--- src/rtl/uart_pkg.sv ---
// uart_pkg: shared FSM state type, data width and baud-counter sizing helper for the UART transmitter.
package uart_pkg;
   typedef enum logic [2:0] {IDLE, START, DATA, PARITY, STOP} state_t;
   localparam int DATA_BITS = 8;
   function automatic int baud_w(input int clks);
      return (clks < 2) ? 1 : $clog2(clks);
   endfunction
endpackage

--- src/rtl/uart_tx_fifo.sv ---
// uart_tx_fifo: synchronous FIFO with wrap-bit pointers; push refused when full, pop ignored when empty.
module uart_tx_fifo #(
   parameter int DW = 8,
   parameter int AW = 4
) (
   input  logic          clk,
   input  logic          rst,
   input  logic          push,
   input  logic [DW-1:0] wdata,
   input  logic          pop,
   output logic [DW-1:0] rdata,
   output logic          full,
   output logic          empty,
   output logic [AW:0]   level
);
   logic [DW-1:0] mem [2**AW];
   logic [AW:0] wr_q, wr_d, rd_q, rd_d;
   logic push_ok, pop_ok;
   assign full    = (wr_q[AW] != rd_q[AW]) && (wr_q[AW-1:0] == rd_q[AW-1:0]);
   assign empty   = wr_q == rd_q;
   assign level   = wr_q - rd_q;
   assign rdata   = mem[rd_q[AW-1:0]];
   assign push_ok = push && !full;
   assign pop_ok  = pop && !empty;
   always_comb begin
      wr_d = wr_q + (AW+1)'(push_ok);
      rd_d = rd_q + (AW+1)'(pop_ok);
   end
   always_ff @(posedge clk or posedge rst) begin
      if (rst) begin
         wr_q <= '0;
         rd_q <= '0;
      end else begin
         wr_q <= wr_d;
         rd_q <= rd_d;
      end
   end
   always_ff @(posedge clk) begin
      if (push_ok) mem[wr_q[AW-1:0]] <= wdata;
   end
endmodule

--- src/rtl/uart_tx_stream.sv ---
// uart_tx_stream: stream-fed 8N1 UART transmitter, LSB first, txd registered one cycle behind the FSM.
// Optional even parity bit between data and stop when UART_TX_PARITY_EN is defined.
module uart_tx_stream
   import uart_pkg::*;
#(
   parameter int CLKS_PER_BIT = 10,
   parameter int FIFO_AW      = 4
) (
   input  logic             clk,
   input  logic             rst,
   input  logic [7:0]       s_axis_tdata,
   input  logic             s_axis_tvalid,
   output logic             s_axis_tready,
   output logic             txd,
   output logic             busy,
   output logic [FIFO_AW:0] fifo_level
);
   localparam int BW = baud_w(CLKS_PER_BIT);
   localparam logic [BW-1:0] RELOAD = BW'(CLKS_PER_BIT - 1);
   localparam logic [2:0] LAST_BIT = 3'(DATA_BITS - 1);
`ifdef UART_TX_PARITY_EN
   localparam state_t AFTER_DATA = PARITY;
`else
   localparam state_t AFTER_DATA = STOP;
`endif
   state_t state_q, state_d;
   logic [BW-1:0] baud_q, baud_d;
   logic [2:0] bit_q, bit_d;
   logic [7:0] shift_q, shift_d, rd_data;
   logic txd_q, txd_d, busy_q, busy_d;
   logic full, empty, tick, load, shift_now;
`ifdef UART_TX_PARITY_EN
   logic par_q, par_d;
`endif
   uart_tx_fifo #(.DW(8), .AW(FIFO_AW)) u_fifo (
      .clk   (clk),
      .rst   (rst),
      .push  (s_axis_tvalid),
      .wdata (s_axis_tdata),
      .pop   (load),
      .rdata (rd_data),
      .full  (full),
      .empty (empty),
      .level (fifo_level)
   );
   assign s_axis_tready = !full;
   assign txd  = txd_q;
   assign busy = busy_q;
   // A pop from STOP chains straight into the next START with no idle bit.
   always_comb begin
      tick      = baud_q == '0;
      load      = !empty && (state_q == IDLE || (state_q == STOP && tick));
      shift_now = state_q == DATA && tick;
      state_d   = load ? START
                : (state_q == IDLE || !tick) ? state_q
                : state_q == START ? DATA
                : state_q == DATA ? ((bit_q == LAST_BIT) ? AFTER_DATA : DATA)
                : state_q == PARITY ? STOP
                : IDLE;
      baud_d    = (state_q == IDLE && !load) ? '0 : (load || tick) ? RELOAD : baud_q - BW'(1);
      shift_d   = load ? rd_data : shift_now ? shift_q >> 1 : shift_q;
      bit_d     = load ? '0 : shift_now ? bit_q + 3'd1 : bit_q;
      busy_d    = state_q != IDLE || fifo_level != '0;
`ifdef UART_TX_PARITY_EN
      par_d     = load ? ^rd_data : par_q;
      txd_d     = state_q == START ? 1'b0 : state_q == DATA ? shift_q[0] : state_q == PARITY ? par_q : 1'b1;
`else
      txd_d     = state_q == START ? 1'b0 : state_q == DATA ? shift_q[0] : 1'b1;
`endif
   end
   always_ff @(posedge clk or posedge rst) begin
      if (rst) begin
         state_q <= IDLE;
         baud_q  <= '0;
         bit_q   <= '0;
         shift_q <= '0;
         txd_q   <= 1'b1;
         busy_q  <= 1'b0;
`ifdef UART_TX_PARITY_EN
         par_q   <= 1'b0;
`endif
      end else begin
         state_q <= state_d;
         baud_q  <= baud_d;
         bit_q   <= bit_d;
         shift_q <= shift_d;
         txd_q   <= txd_d;
         busy_q  <= busy_d;
`ifdef UART_TX_PARITY_EN
         par_q   <= par_d;
`endif
      end
   end
endmodule

--- config.mk ---
export PLATFORM = sky130hd
export DESIGN_NAME = uart_tx_stream
export DESIGN_NICKNAME = d
export VERILOG_FILES = /design/src/rtl/uart_pkg.sv /design/src/rtl/uart_tx_fifo.sv /design/src/rtl/uart_tx_stream.sv
export SDC_FILE = /design/constraint.sdc
export NUM_CORES = 1
export LEC_CHECK = 0
export ABC_AREA = 1
export CORE_ASPECT_RATIO = 1.4
export CORE_MARGIN = 2
export CORE_UTILIZATION = 55
export CTS_CLUSTER_DIAMETER = 30
export DETAILED_ROUTE_END_ITERATION = 8
export PLACE_DENSITY = 0.84
export RECOVER_POWER = 25
export SLEW_MARGIN = 10
export SYNTH_ARGS = -nofsm -noshare
export SYNTH_HDL_FRONTEND = slang
export SYNTH_SLANG_ARGS = --single-unit
--- constraint.sdc ---
create_clock -name clk -period 5.43 [get_ports clk]
set_input_delay 0.8145 -clock clk [delete_from_list [all_inputs] [get_ports clk]]
set_output_delay 0.8145 -clock clk [all_outputs]
set_load 0.03 [all_outputs]
# Word-level counts from Yosys, hierarchy flattened
# Memory sizes are Yosys's and may differ from the RTL's.
# Index checks and enable logic that the tools add are counted.
[totals]
wordCells = 59
ramBits = 128
input_bits = 11
n_memories = 1
ff_bits = 30
output_inout_bits = 8
[memory_table]
columns = ["name", "words", "word_bits", "read_ports", "rd_ports_with_merged_regs", "wr", "line", "text"]
rows = [
  ["u_fifo.mem", 16, 8, 1, 0, 1, "uart_tx_fifo.sv:16", "logic [DW-1:0] mem [2**AW];"],
]
[op_classes]
reduce_logical = 20
n_eq_ne = 9
muxes = 16
n_addsub = 5
[ops]
columns = ["operator", "n"]
rows = [
  ["$mux 3", 8],
  ["$mux 8", 2],
  ["$add 5x1->5", 2],
  ["$mux 4", 2],
  ["$logic_and 1x1->1", 7],
  ["$eq 3x2->1 const B", 2],
  ["$eq 3x3->1 const B", 2],
  ["$eq 5x5->1", 1],
  ["$reduce_bool 5->1", 1],
  ["$sub 5x5->5", 1],
  ["$eq 4x4->1", 1],
  ["$logic_not 1->1", 4],
  ["$logic_not 4->1", 1],
  ["$logic_or 1x1->1", 4],
  ["$mux 1", 4],
  ["$sub 4x1->4 const B", 1],
  ["$add 3x1->3 const B", 1],
  ["$eq 3x1->1 const B", 1],
  ["$logic_not 3->1", 1],
  ["$reduce_bool 3->1", 1],
  ["$ne 2x1->1 const B", 1],
  ["$reduce_bool 2->1", 1],
  ["$ne 1x1->1", 1],
]

# Longest topological paths before layout
[logic_depth]
word_depth = 7
mapped_depth = 14

# By module
# Synthesis repeated with hierarchy kept, for this count alone.
[unflattened]
hier_cells = 763
hier_area_um2 = 7368.3
[modules_own_cells]
columns = ["module", "area_per_inst_um2", "cells_per_inst", "seq_area_each_um2", "instances"]
rows = [
  ["uart_tx_fifo", 6319.8, 633, 4093.9, 1],
  ["uart_tx_stream", 1048.5, 130, 501.7, 1],
]

# Least setup slack after synthesis
# OpenSTA, ideal clock, no wires.
[synth_path]
path_type = "register -> output"
startpoint = "register u_fifo.rd_q[0]"
endpoint = "output port fifo_level[2]"
t_required_ps = 4615
slack_ps = 3002
path_stages_with_launch = 4
arrival_time_ps = 1613
n_path_buf = 0
path_cell_list = "dfrtp_1 -> ha_1 -> fa_1 -> xnor2_1"
[synth_via]
elab_chain_len = 1
[synth_lines]
columns = ["item", "line", "text"]
rows = [
  ["start: declaration", "uart_tx_fifo.sv:17", "logic [AW:0] wr_q, wr_d, rd_q, rd_d;"],
  ["start signal: assignment", "uart_tx_fifo.sv:35", "rd_q <= rd_d;"],
  ["$sub 5x5->5", "uart_tx_fifo.sv:21", "assign level = wr_q - rd_q;"],
  ["end: declaration", "uart_tx_stream.sv:16", "output logic [FIFO_AW:0] fifo_level"],
]
# Every way passes these cells.

# Final worst setup path
[layout_path]
startpoint = "register u_fifo.rd_q[2]"
endpoint = "output port fifo_level[3]"
# The elaborated chain is that of the path after synthesis.

==> run_results.csv <==
group,metric,value,unit
placed_design,hpwl,9.661,mm
drt,remaining_drc_errors,0,
cells_and_area,area.sequential,0.004597,mm^2
clock_tree,clock_latency,430,ps
clock_tree,cts-root-buf,"clkbuf_16",
cells_and_area,utilization,63.10,%
floorplanning,initial_core_util,56.47,%
synthesis,synth-edff-count,128,
cells_and_area,nNetsFinal,707,
cells_and_area,design_area,0.007769,mm^2
sta,hold_violations,0,
synthesis,synth_fa_ha_area_share,2.267,%
floorplanning,num_rows,48,
sta,drv_slew,31,
global_routing,grt_overflow_total,0,
drt,wl_per_cell,17.89,um
drt,vias,4800,
floorplanning,die_y,137.0,um
clock_tree,clk_transition_reported_paths,60,ps
synthesis,syn_inst,666,
cells_and_area,nFillCells,855,
placed_design,io_buffers,18,
cells_and_area,num_antenna_cells,0,
global_routing,grt_pass1_wl,23.70,mm
sta,setup_viol,0,
sta,whs,492.5,ps
synthesis,synth.area.mux_share,0,%
synthesis,avgSynthCellArea,10.44,um^2
synthesis,ys_seq_area_share,66.10,%
synthesis,synth_compound_area_share,2.447,%
floorplanning,core-area,0.01231,mm^2
sta,rsz0062_at_grt,"no",
critical_path,worst_path_max_delay_cell,"clkdlybuf4s50_1",
global_routing,track_usage,23.59,%
drt,first_iter_violations,505,
critical_path,arrival,3040,ps
status,status,"finished with violations",
clock_tree,cts_sinks,158,
global_routing,grt_max_degree,67,
clock_tree,postCtsSetupBuffers,0,
sta,max_slew_margin,-8.185,%
power_and_ir_drop,pwr_density_cell,411.7,mW/mm^2
power_and_ir_drop,ir_drop,245.2,uV
placed_design,place_area,0.007176,mm^2
synthesis,synth-simple-area-share,21.68,%
sta,period_share,71.04,%
clock_tree,clockBufferDepth,2,
cells_and_area,multi_input_area,0.001936,mm^2
clock_tree,cts_resized,0,
synthesis,yosys.cell_types.count,33,
global_routing,grt_pass1_vias,4663,
synthesis,ys.warnings.count,0,
cells_and_area,drive_gt1_share,7.174,%
critical_path,crit_chain,"clkinv_1 -> ha_1 -> a21oi_1 -> o21ai_0 -> xnor2_1 -> inv_1 -> clkdlybuf4s50_1",
clock_tree,cts_buffers,17,
floorplanning,die_x,99.03,um
floorplanning,ios,19,
job,max_cap_violations,1,
floorplanning,dieArea,0.01357,mm^2
synthesis,synthXorXnorAreaFrac,1.512,%
critical_path,worst-path-max-fanout,13,
synthesis,synth_ff_type,"edfxtp_1",
worst_hold_path,hold_class,"flop to flop",
sta,period_needed,3857,ps
critical_path,crit_type,"flop to output port",
power_and_ir_drop,p_leak,3.210,nW
synthesis,synth_fp_nets,689,
synthesis,netlist_area,0.006953,mm^2
sta,fin_setup_tns,0,ps
synthesis,async_flop_share,18.99,%
drt,first_pass_iters,7,
status,violations,"max-capacitance violations, max-slew violations",
critical_path,max_stage_delay,660,ps
clock_tree,htreeDepth,4,
placed_design,place.gp.congestion,1.009,
sta,fmax,259.2,MHz
critical_path,required,4620,ps
drt,ant_nets,0,
sta,worst_pin_slew,1623,ps
critical_path,crit_path_end_kind,"output port",
sta,fin_skew,9.800,ps
critical_path,crit_path_start_kind,"flop",
global_routing,antenna_found_initial,0,
clock_tree,cts_hold_buf,0,
synthesis,synth.ff_latch_count,158,
clock_tree,cts_tree,"built",
synthesis,synth_top_family_by_area,"simple AND/OR/NAND/NOR gates",
drt,wirelength,15.15,mm
drt,viasPerCell,5.667,
cells_and_area,synthToLayoutAreaGrowth,11.73,%
==> synth_stat cells, types with 2 or more instances <==
| master | instances | area, um^2 |
|---|---|---|
| ha_1 | 11 | 137.6 |
| a21oi_1 | 5 | 25.02 |
| buf_2 | 12 | 60.06 |
| nand2_1 | 230 | 863.3 |
| nor3_1 | 2 | 10.01 |
| buf_6 | 6 | 67.56 |
| o21ai_0 | 14 | 70.07 |
| xnor2_1 | 4 | 35.03 |
| dfrtp_1 | 29 | 725.7 |
| edfxtp_1 | 128 | 3844 |
| xor2_1 | 8 | 70.07 |
| inv_1 | 58 | 217.7 |
| and3_1 | 5 | 31.28 |
| nand3_1 | 69 | 345.3 |
| o21ai_1 | 5 | 25.02 |
| nand2_2 | 4 | 25.02 |
| inv_2 | 7 | 26.28 |
| a21boi_0 | 2 | 15.01 |
| buf_8 | 2 | 30.03 |
| nor2_1 | 52 | 195.2 |
==> cell type report <==
class	count	share of cell area, %
multi-input combinational	420	24.92
sequential	158	59.17
clock inverter	15	2.271
tap	150	2.416
clock buffer	17	5.476
timing repair buffer	21	2.561
inverter	66	3.189
==> per-layer routing <==
layer	track usage (%)	vias up	part of all wire (%)
met4	12.40	0	3.9
met3	4.954	53	7.4
met5	0	-	0
met2	41.85	255	53
li1	-	2220	-
met1	26.62	2272	36
==> flip-flops by register name, summed over array words and instances, names as in the netlist <==
name,flops
shift_q,8
txd,1
u_fifo.wr_q,5
u_fifo.mem,128
state_q,3
bit_q,3
u_fifo.rd_q,5
baud_q,4
busy,1
==> path summary, 6_finish.rpt <==
kind | from | to | slack [ps] | cells past startpoint
max | u_fifo.rd_q[2] | fifo_level[3] | 1570 | 7
max reg2reg | u_fifo.rd_q[2] | u_fifo.mem[2][1] | 2080 | 9
min reg2reg | shift_q[1] | shift_q[1] | 490 | 2
min in group asynchronous | rst | busy | 1390 | 3
max in group asynchronous | rst | u_fifo.rd_q[0] | 2970 | 3
min | shift_q[1] | shift_q[1] | 490 | 2
==> layout by cell type, fill, tap and decap left out, types with 2 or more instances in the layout <==
cell             instances
inv_1                   58
xor2_1                   8
clkbuf_16               17
a21oi_1                  5
nand2_2                  4
a21boi_0                 2
clkdlybuf4s50_1         14
nand3_1                 69
nor3_1                   3
dfrtp_1                 28
buf_4                    2
o21ai_0                 14
xnor2_1                  4
ha_1                    11
and3_1                   5
inv_8                    2
edfxtp_1               128
inv_2                    7
bufinv_16                2
clkinv_4                 2
dlygate4sd3_1            4
o21ai_1                  5
inv_6                    5
nor2_1                  52
clkinv_1                 2
nand2_1                230
==> report_power, final <==
part / total [mW] / switching (mW) / internal (mW)
combinational: 0.517 / 0.355 / 0.162
clock: 1.20 / 0.505 / 0.692
sequential: 1.48 / 0.0493 / 1.43
total: 3.20 / 0.910 / 2.29
==> cell families (layout without fill, tap and decap cells) <==
family,count (synthesis),count (layout)
buffers and inverters,88,119
adders and majority gates,12,12
AOI/OAI and AO/OA,30,30
xor gates and xnor gates,12,12
DFF,158,158
and+or+nand+nor,366,366
==> worst max-delay path, delay by kind of cell (launching register included) <==
family	cells	cell delay (ps)
adders and majority gates	1	450
xor gates and xnor gates	1	160
buffers and inverters	3	1070
AOI/OAI and AO/OA	2	330
DFF	1	610
==> through the flow <==
step | total power [mW] | cells | setup WS [ps]
finish | 3.198 | 847 | 1573
global route | 3.302 | 847 | 1444
CTS | 3.200 | 847 | 1591
detailed placement | 2.008 | 815 | 2118
global placement | 1.984 | 815 | 2238
floorplan | 1.808 | 666 | 3002
Power figures use the tool's default switching activity.
